<file path="src/rtl/team_06_sram_tap_engine_pkg.sv">
// Shared types and helpers for the multi-tap SRAM delay-line engine.
package team_06_tap_pkg;

    localparam int         BUS_W   = 32;
    localparam logic [3:0] SEL_ALL = 4'b1111;

    typedef enum logic [3:0] {
        IDLE,
        WR_REQ,
        WR_WAIT_HI,
        WR_WAIT_LO,
        RD_SETUP,
        RD_REQ,
        RD_WAIT_HI,
        RD_WAIT_LO,
        DONE
    } state_t;

    // One sample per 32-bit word, so buffer index maps to a word-aligned byte address.
    function automatic logic [BUS_W-1:0] byte_addr(input logic [BUS_W-1:0] base,
                                                   input logic [BUS_W-1:0] index);
        return base + (index << 2);
    endfunction

endpackage

</file>
<file path="src/rtl/team_06_bus_handshake.sv">
// Single-word request pulse plus busy-high/busy-low tracking toward the wishbone manager.
module team_06_bus_handshake
    import team_06_tap_pkg::*;
(
    input  logic             hwclk,
    input  logic             reset,
    input  logic             start,
    input  logic             is_write,
    input  logic [BUS_W-1:0] adr,
    input  logic [BUS_W-1:0] wdat,
    output logic             done,
    output logic [BUS_W-1:0] rdat,
    output logic [BUS_W-1:0] bus_dat_o,
    output logic [BUS_W-1:0] bus_adr_o,
    output logic [3:0]       bus_sel_o,
    output logic             bus_write_o,
    output logic             bus_read_o,
    input  logic [BUS_W-1:0] bus_dat_i,
    input  logic             bus_busy_i
);

    typedef enum logic [1:0] {HS_IDLE, HS_REQ, HS_WAIT_HI, HS_WAIT_LO} hs_phase_t;

    hs_phase_t phase, phase_n;

    always_comb begin
        phase_n = phase;
        case (phase)
            HS_IDLE:    if (start)       phase_n = HS_REQ;
            HS_REQ:                      phase_n = HS_WAIT_HI;
            HS_WAIT_HI: if (bus_busy_i)  phase_n = HS_WAIT_LO;
            HS_WAIT_LO: if (!bus_busy_i) phase_n = HS_IDLE;
            default:                     phase_n = HS_IDLE;
        endcase
    end

    // Request strobes are registered so they are high exactly during the caller's *_REQ state.
    always_ff @(posedge hwclk) begin
        if (reset) begin
            phase       <= HS_IDLE;
            bus_write_o <= 1'b0;
            bus_read_o  <= 1'b0;
            bus_sel_o   <= '0;
            bus_adr_o   <= '0;
            bus_dat_o   <= '0;
        end else begin
            phase       <= phase_n;
            bus_write_o <= start & is_write;
            bus_read_o  <= start & ~is_write;
            bus_sel_o   <= start ? SEL_ALL : 4'b0000;
            if (start) begin
                bus_adr_o <= adr;
                bus_dat_o <= wdat;
            end
        end
    end

    assign done = (phase == HS_WAIT_LO) && !bus_busy_i;
    assign rdat = bus_dat_i;

endmodule

</file>
<file path="src/rtl/team_06_sram_tap_engine.sv">
// Circular-buffer delay line: write each sample to SRAM, then read NUM_TAPS delayed samples back.
module team_06_sram_tap_engine
    import team_06_tap_pkg::*;
#(
    parameter int               SAMPLE_W  = 8,
    parameter int               ADDR_W    = 12,
    parameter int               NUM_TAPS  = 2,
    parameter logic [BUS_W-1:0] BASE_ADDR = 32'h3300_0000
) (
    input  logic                         hwclk,
    input  logic                         reset,
    input  logic                         enable,
    input  logic [SAMPLE_W-1:0]          sample_in,
    input  logic                         sample_valid,
    input  logic [NUM_TAPS*ADDR_W-1:0]   tap_offset,
    output logic [NUM_TAPS*SAMPLE_W-1:0] tap_out,
    output logic                         taps_valid,
    output logic                         engine_busy,
    output logic                         overrun,
    output logic [BUS_W-1:0]             bus_dat_o,
    output logic [BUS_W-1:0]             bus_adr_o,
    output logic [3:0]                   bus_sel_o,
    output logic                         bus_write_o,
    output logic                         bus_read_o,
    input  logic [BUS_W-1:0]             bus_dat_i,
    input  logic                         bus_busy_i
);

    localparam int              KW    = (NUM_TAPS > 1) ? $clog2(NUM_TAPS) : 1;
    localparam logic [ADDR_W:0] DEPTH = {1'b1, {ADDR_W{1'b0}}};

    state_t                       state, state_n;
    logic [ADDR_W-1:0]            wr_ptr;
    logic [ADDR_W:0]              fill;
    logic [NUM_TAPS*ADDR_W-1:0]   offs_q;
    logic [NUM_TAPS*SAMPLE_W-1:0] res_q;
    logic [KW-1:0]                tap_k;

    logic             hs_start, hs_is_write, hs_done;
    logic [BUS_W-1:0] hs_adr, hs_wdat, hs_rdat;

    logic [ADDR_W-1:0] cur_off, rd_idx;
    logic              skip_tap, last_tap;

    assign cur_off     = offs_q[tap_k*ADDR_W +: ADDR_W];
    assign rd_idx      = wr_ptr - cur_off;
    assign skip_tap    = ({1'b0, cur_off} >= fill);
    assign last_tap    = (tap_k == KW'(NUM_TAPS - 1));
    assign engine_busy = (state != IDLE);

    always_comb begin
        // NOTE: every combinational output gets a default first so no path infers a latch.
        state_n     = state;
        hs_start    = 1'b0;
        hs_is_write = 1'b0;
        hs_adr      = '0;
        hs_wdat     = '0;
        case (state)
            IDLE: begin
                if (enable && sample_valid) begin
                    state_n     = WR_REQ;
                    hs_start    = 1'b1;
                    hs_is_write = 1'b1;
                    hs_adr      = byte_addr(BASE_ADDR, BUS_W'(wr_ptr));
                    hs_wdat     = BUS_W'(sample_in);
                end
            end
            WR_REQ:     state_n = WR_WAIT_HI;
            WR_WAIT_HI: if (bus_busy_i) state_n = WR_WAIT_LO;
            WR_WAIT_LO: if (hs_done)    state_n = RD_SETUP;
            RD_SETUP: begin
                if (skip_tap) begin
                    state_n = last_tap ? DONE : RD_SETUP;
                end else begin
                    state_n  = RD_REQ;
                    hs_start = 1'b1;
                    hs_adr   = byte_addr(BASE_ADDR, BUS_W'(rd_idx));
                end
            end
            RD_REQ:     state_n = RD_WAIT_HI;
            RD_WAIT_HI: if (bus_busy_i) state_n = RD_WAIT_LO;
            RD_WAIT_LO: if (hs_done)    state_n = last_tap ? DONE : RD_SETUP;
            DONE:       state_n = IDLE;
            default:    state_n = IDLE;
        endcase
    end

    always_ff @(posedge hwclk) begin
        // NOTE: sequential state uses non-blocking assignments so all registers see pre-edge values.
        if (reset) state <= IDLE;
        else       state <= state_n;
    end

    always_ff @(posedge hwclk) begin
        if (reset) begin
            wr_ptr     <= '0;
            fill       <= '0;
            offs_q     <= '0;
            res_q      <= '0;
            tap_k      <= '0;
            tap_out    <= '0;
            taps_valid <= 1'b0;
            overrun    <= 1'b0;
        end else begin
            taps_valid <= 1'b0;
            overrun    <= sample_valid && (state != IDLE);
            case (state)
                IDLE: begin
                    if (!enable)           fill   <= '0;
                    else if (sample_valid) offs_q <= tap_offset;
                end
                WR_WAIT_LO: begin
                    if (hs_done) begin
                        fill  <= (fill == DEPTH) ? fill : fill + (ADDR_W+1)'(1);
                        tap_k <= '0;
                    end
                end
                RD_SETUP: begin
                    if (skip_tap) begin
                        res_q[tap_k*SAMPLE_W +: SAMPLE_W] <= '0;
                        tap_k <= tap_k + KW'(1);
                    end
                end
                RD_WAIT_LO: begin
                    if (hs_done) begin
                        res_q[tap_k*SAMPLE_W +: SAMPLE_W] <= hs_rdat[SAMPLE_W-1:0];
                        tap_k <= tap_k + KW'(1);
                    end
                end
                DONE: begin
                    tap_out    <= res_q;
                    taps_valid <= 1'b1;
                    wr_ptr     <= wr_ptr + ADDR_W'(1);
                end
                default: ;
            endcase
        end
    end

    // Bus words wider than a sample carry zero padding that is deliberately ignored.
    if (SAMPLE_W < BUS_W) begin : g_pad
        logic rdat_pad_unused;
        assign rdat_pad_unused = ^hs_rdat[BUS_W-1:SAMPLE_W];
    end

    team_06_bus_handshake u_bus (
        .hwclk       (hwclk),
        .reset       (reset),
        .start       (hs_start),
        .is_write    (hs_is_write),
        .adr         (hs_adr),
        .wdat        (hs_wdat),
        .done        (hs_done),
        .rdat        (hs_rdat),
        .bus_dat_o   (bus_dat_o),
        .bus_adr_o   (bus_adr_o),
        .bus_sel_o   (bus_sel_o),
        .bus_write_o (bus_write_o),
        .bus_read_o  (bus_read_o),
        .bus_dat_i   (bus_dat_i),
        .bus_busy_i  (bus_busy_i)
    );

endmodule

</file>
<file path="config.mk">
export PLATFORM = sky130hd
export DESIGN_NAME = team_06_sram_tap_engine
export DESIGN_NICKNAME = d
export VERILOG_FILES = /design/src/rtl/team_06_sram_tap_engine_pkg.sv /design/src/rtl/team_06_bus_handshake.sv /design/src/rtl/team_06_sram_tap_engine.sv
export SDC_FILE = /design/constraint.sdc
export NUM_CORES = 1
export LEC_CHECK = 0
export ABC_AREA = 1
export BUFFER_PORTS_ARGS = -buffer_cell sky130_fd_sc_hd__buf_2
export CAP_MARGIN = 20
export CORE_MARGIN = 5
export CORE_UTILIZATION = 35
export DETAILED_ROUTE_END_ITERATION = 8
export HOLD_SLACK_MARGIN = 0.08
export PLACE_DENSITY = 0.58
export SYNTH_ARGS = -nofsm -noshare
export SYNTH_HDL_FRONTEND = slang
export SYNTH_SLANG_ARGS = --single-unit
</file>
<file path="constraint.sdc">
create_clock -name hwclk -period 2.75 [get_ports hwclk]
set_input_delay 0.1375 -clock hwclk [delete_from_list [all_inputs] [get_ports hwclk]]
set_output_delay 0.1375 -clock hwclk [all_outputs]
set_load 0.02 [all_outputs]
</file>
==> results by group <==
Floorplanning
  • # rows: between 40 and 50
  • Initial Util: 35.7%
  • # IOs: 158
  • DIE HEIGHT: around 140 um
  • Core area: 17400 um2
  • Full die area: 20500 um2
  • Chip Width: between 100 and 150 um

STA
  • Final worst setup slack: ~230 ps
  • FMAX: 0.397 GHz
  • Clk_skew: 8.84 ps
  • Final critical-path share of the clock period: between 90% and 100%
  • Final hold viol count: 0
  • Worst-Margin Slew: 624 ps
  • Min cycle time layout: about 2500 ps
  • Final Max Tran Viols: 0
  • Finish-stage setup viols: 0
  • Max-slew headroom: 58.4%
  • RSZ-0062 raised after global routing: no
  • Setup TNS: 0 ps

Worst setup path
  • Crit path buf inv count: 4
  • Critical Path Fanout Max: 27
  • Req. time, crit path: between 3000 and 4000 ps
  • RR Endpoint: u_bus.bus_adr_o[3]
  • FF-to-FF Start: last_tap
  • Worst Setup Path Type: flop to flop
  • Critical-path cell list: buf_12, nand2_1, o21ai_0, buf_4, inv_1, ha_1, nand2_1, nand2_1, nand2_1, nand2_1, a21oi_2, nand4_1, nand2_2, clkinvlp_4, a21oi_2, nor2_1
  • CP peak stage delay: 350 ps
  • R2R cell count: 16
  • Crit path top cell by count: nand2_1
  • Crit. Startpoint: last_tap
  • Worst setup EP type: flop
  • Crit path max-delay cell type: dfxtp_1
  • CP startpoint kind: flop
  • CP endpoint: u_bus.bus_adr_o[3]
  • Critical Path AT: 2810 ps
  • CP Depth: 16
  • R2R setup slack: around 230 ps
  • Cell family with most CP delay: simple AND/OR/NAND/NOR gates

Placed design
  • Detailed Place HPWL: 11400 um
  • Setup WS pre-CTS: 140 ps
  • GPL Wtd Cong: 0.892
  • Port Buffers: 93

Clock network
  • H-Tree Depth: 4
  • Number of buffers created by CTS: 17
  • CTS Sinks: approximately 110
  • Worst-path clk slew: 60 ps
  • CTS tree: built
  • CTS root buffer: clkbuf_16
  • Bufs on Longest Clock Path: 2
  • Clk Latency, worst-skew pair: 420 ps

Finish
  • Register area: 2280 um2
  • Area delta synth->final: 27.1%
  • Fillers: between 1500 and 2000
  • Final nets: between 1000 and 1500
  • Share of layout cells above drive strength 1: 17.0%
  • Antenna Cells: 0
  • Multi-input logic area: 3250 um2

Pwr
  • Max VDD drop: about 0.48 mV
  • Leakage Power: between 3 and 4 nW
  • Pwr Density: 644 nW/um2

Yosys
  • Syn avg cell area: around 7 um2
  • Post-Synth Adder-Cell Area: 6.39%
  • Asr flop ratio synth: 0%
  • Syn Inst Count: 899
  • Synth warnings: 0
  • Compound-Gate Fraction of Synth Area: 13.3%
  • Post-synth EDFFs: 0
  • Ys flop type: dfxtp_1
  • Syn Std Cell Area: 6190 um2
  • Post-synthesis mux area share: less than 1%
  • Seq/Total Area, Yosys: 36.9%
  • Unique masters post-synth: 37
  • Simple-gate share of the synthesized area: 26.9%
  • Share of the synthesized area in the top cell type: 36.9%
  • Top post-synthesis cells by area: dfxtp_1 (37%), nand2_1 (12%), nor2_1 (8.2%)
  • Synth Area in XOR/XNOR: between 2 and 2.5%
  • Largest family of logic cells by synthesized area: simple AND/OR/NAND/NOR gates
  • Yosys reg bits: roughly 110
  • Synth area leader: dfxtp_1

Routing
  • Post-DR wirelength/cell: 12.6 um
  • Drt drc: 0
  • Routed vias/inst: 4.56
  • Final antenna-violating net count: 0
  • Drt total wl: 16100 um
  • DRT iter0 DRCs: 337
  • Vias: between 5000 and 6000
  • Initial DRT Pass Iterations: 6

Global routing
  • Number of global-route vias before repair: between 5000 and 6000
  • Initial antenna violation count: 1
  • GRT Util Overall: 16.0%
  • Largest net degree at the start of global routing: 65
  • Remaining Overflow, GRT: 0
  • First-pass GRT wire length: 26400 um

Outcome
  • Outcome: finished, final reports clean

Run
  • Total of max-cap violations: 0

Worst hold path
  • Hold WC Path Type: input pin to flop
-- cell usage after synthesis, types with 2 or more instances --
cell type and instances:
xnor2_1 4, buf_2 3, o21ai_0 71, nand3_1 38, nand2_1 195, a21boi_0 2, buf_1 2, xor2_1 13
nand4_1 11, nor2_4 3, inv_1 91, buf_6 2, nand4_2 2, inv_2 9, nor3_1 12, ha_1 30
nor2_2 2, nor2_1 135, clkbuf_1 21, buf_4 48, nor3_2 2, a21oi_1 73, nand2_2 3, dfxtp_1 114
-- layout make-up --
| cell class | count | area share, % |
|---|---|---|
| well taps | 225 | 3.58 |
| multi-input cells | 649 | 41.3 |
| clock buffers | 19 | 5.76 |
| flip-flops and latches | 114 | 29.0 |
| clock inverters | 12 | 1.69 |
| repair buffers | 160 | 13.9 |
| inverters | 100 | 4.82 |
-- worst reg2reg max path, delay by kind of cell (launching register included) --
family          cells  cell delay [ps]
simple gates        8              740
buf+inv             4              580
compound gates      3              410
flops               1              350
fa+ha+maj           1              310
-- metal layers --
metal	track usage (%)	vias up	part of all wire [%]
met5	0	-	0.081
li1	-	3074	-
met3	4.12	20	5.7
met1	22.0	2595	49
met2	24.5	138	44
met4	4.95	2	1.3
-- logic make-up (layout without fill, tap and decap cells) --
| logic type | Yosys count | in the layout |
|---|---|---|
| XOR/XNOR | 17 | 17 |
| AND/OR/NAND/NOR | 403 | 404 |
| AO/OA/AOI/OAI | 156 | 156 |
| buffers and inverters | 176 | 291 |
| multiplexers | 1 | 1 |
| other | 1 | 40 |
| flip-flops | 114 | 114 |
| adder cells (fa/ha/maj) | 31 | 31 |
-- power breakdown --
part	leakage, nW	internal (mW)	switching (mW)
Clock	0.282	1.38	0.821
Combinational	2.38	0.398	0.687
Sequential	0.925	1.74	0.0468
-- flip-flops by register name (all words and copies together) (netlist names), 2 cells and up --
register	flops
u_bus.bus_dat_o	8
wr_ptr	12
fill	13
res_q	16
offs_q	24
state	4
u_bus.phase	2
u_bus.bus_adr_o	13
tap_out	16
-- worst min-delay path by stage --
stage,endpoint,startpoint,cells past startpoint
2_1_floorplan,u_bus.bus_dat_o[0],sample_in[0],2
3_3_place_gp,u_bus.bus_dat_o[7],sample_in[7],3
3_5_place_dp,u_bus.bus_dat_o[6],sample_in[6],3
4_1_cts,u_bus.bus_write_o,reset,4
5_1_grt,u_bus.bus_write_o,enable,3
6_report,u_bus.bus_write_o,reset,4
-- cell usage in the layout, fill, tap and decap left out, types with 22 or more instances in the layout --
cell type and instances:
dfxtp_1 114, o21ai_0 69, buf_2 93, nor2_1 134
conb_1 40, dlygate4sd3_1 42, a21oi_1 72, ha_1 30
nand2_1 194, nand3_1 37, buf_4 22, inv_1 90
-- repair_timing --
item                                    CTS  global route
hold buffers                             42             0
endpoints found under the setup margin    0            28
gates resized for setup                   0            12
buffers inserted                          0             2
hold endpoints to repair                 49             0
-- per-stage QoR --
stage	power [mW]	instance area [um2]	utilization (%)	hold slack, ps	cells
after floorplan	2.63	6340	-	250	938
after global placement	2.84	6790	39.1	342	1203
after detailed placement	2.85	6790	39.1	344	1203
after CTS	5.11	7790	44.9	109	1276
after global routing	5.37	7870	45.3	174	1279
final	5.07	7870	45.3	145	1279
(Power assumes the default switching activity.)
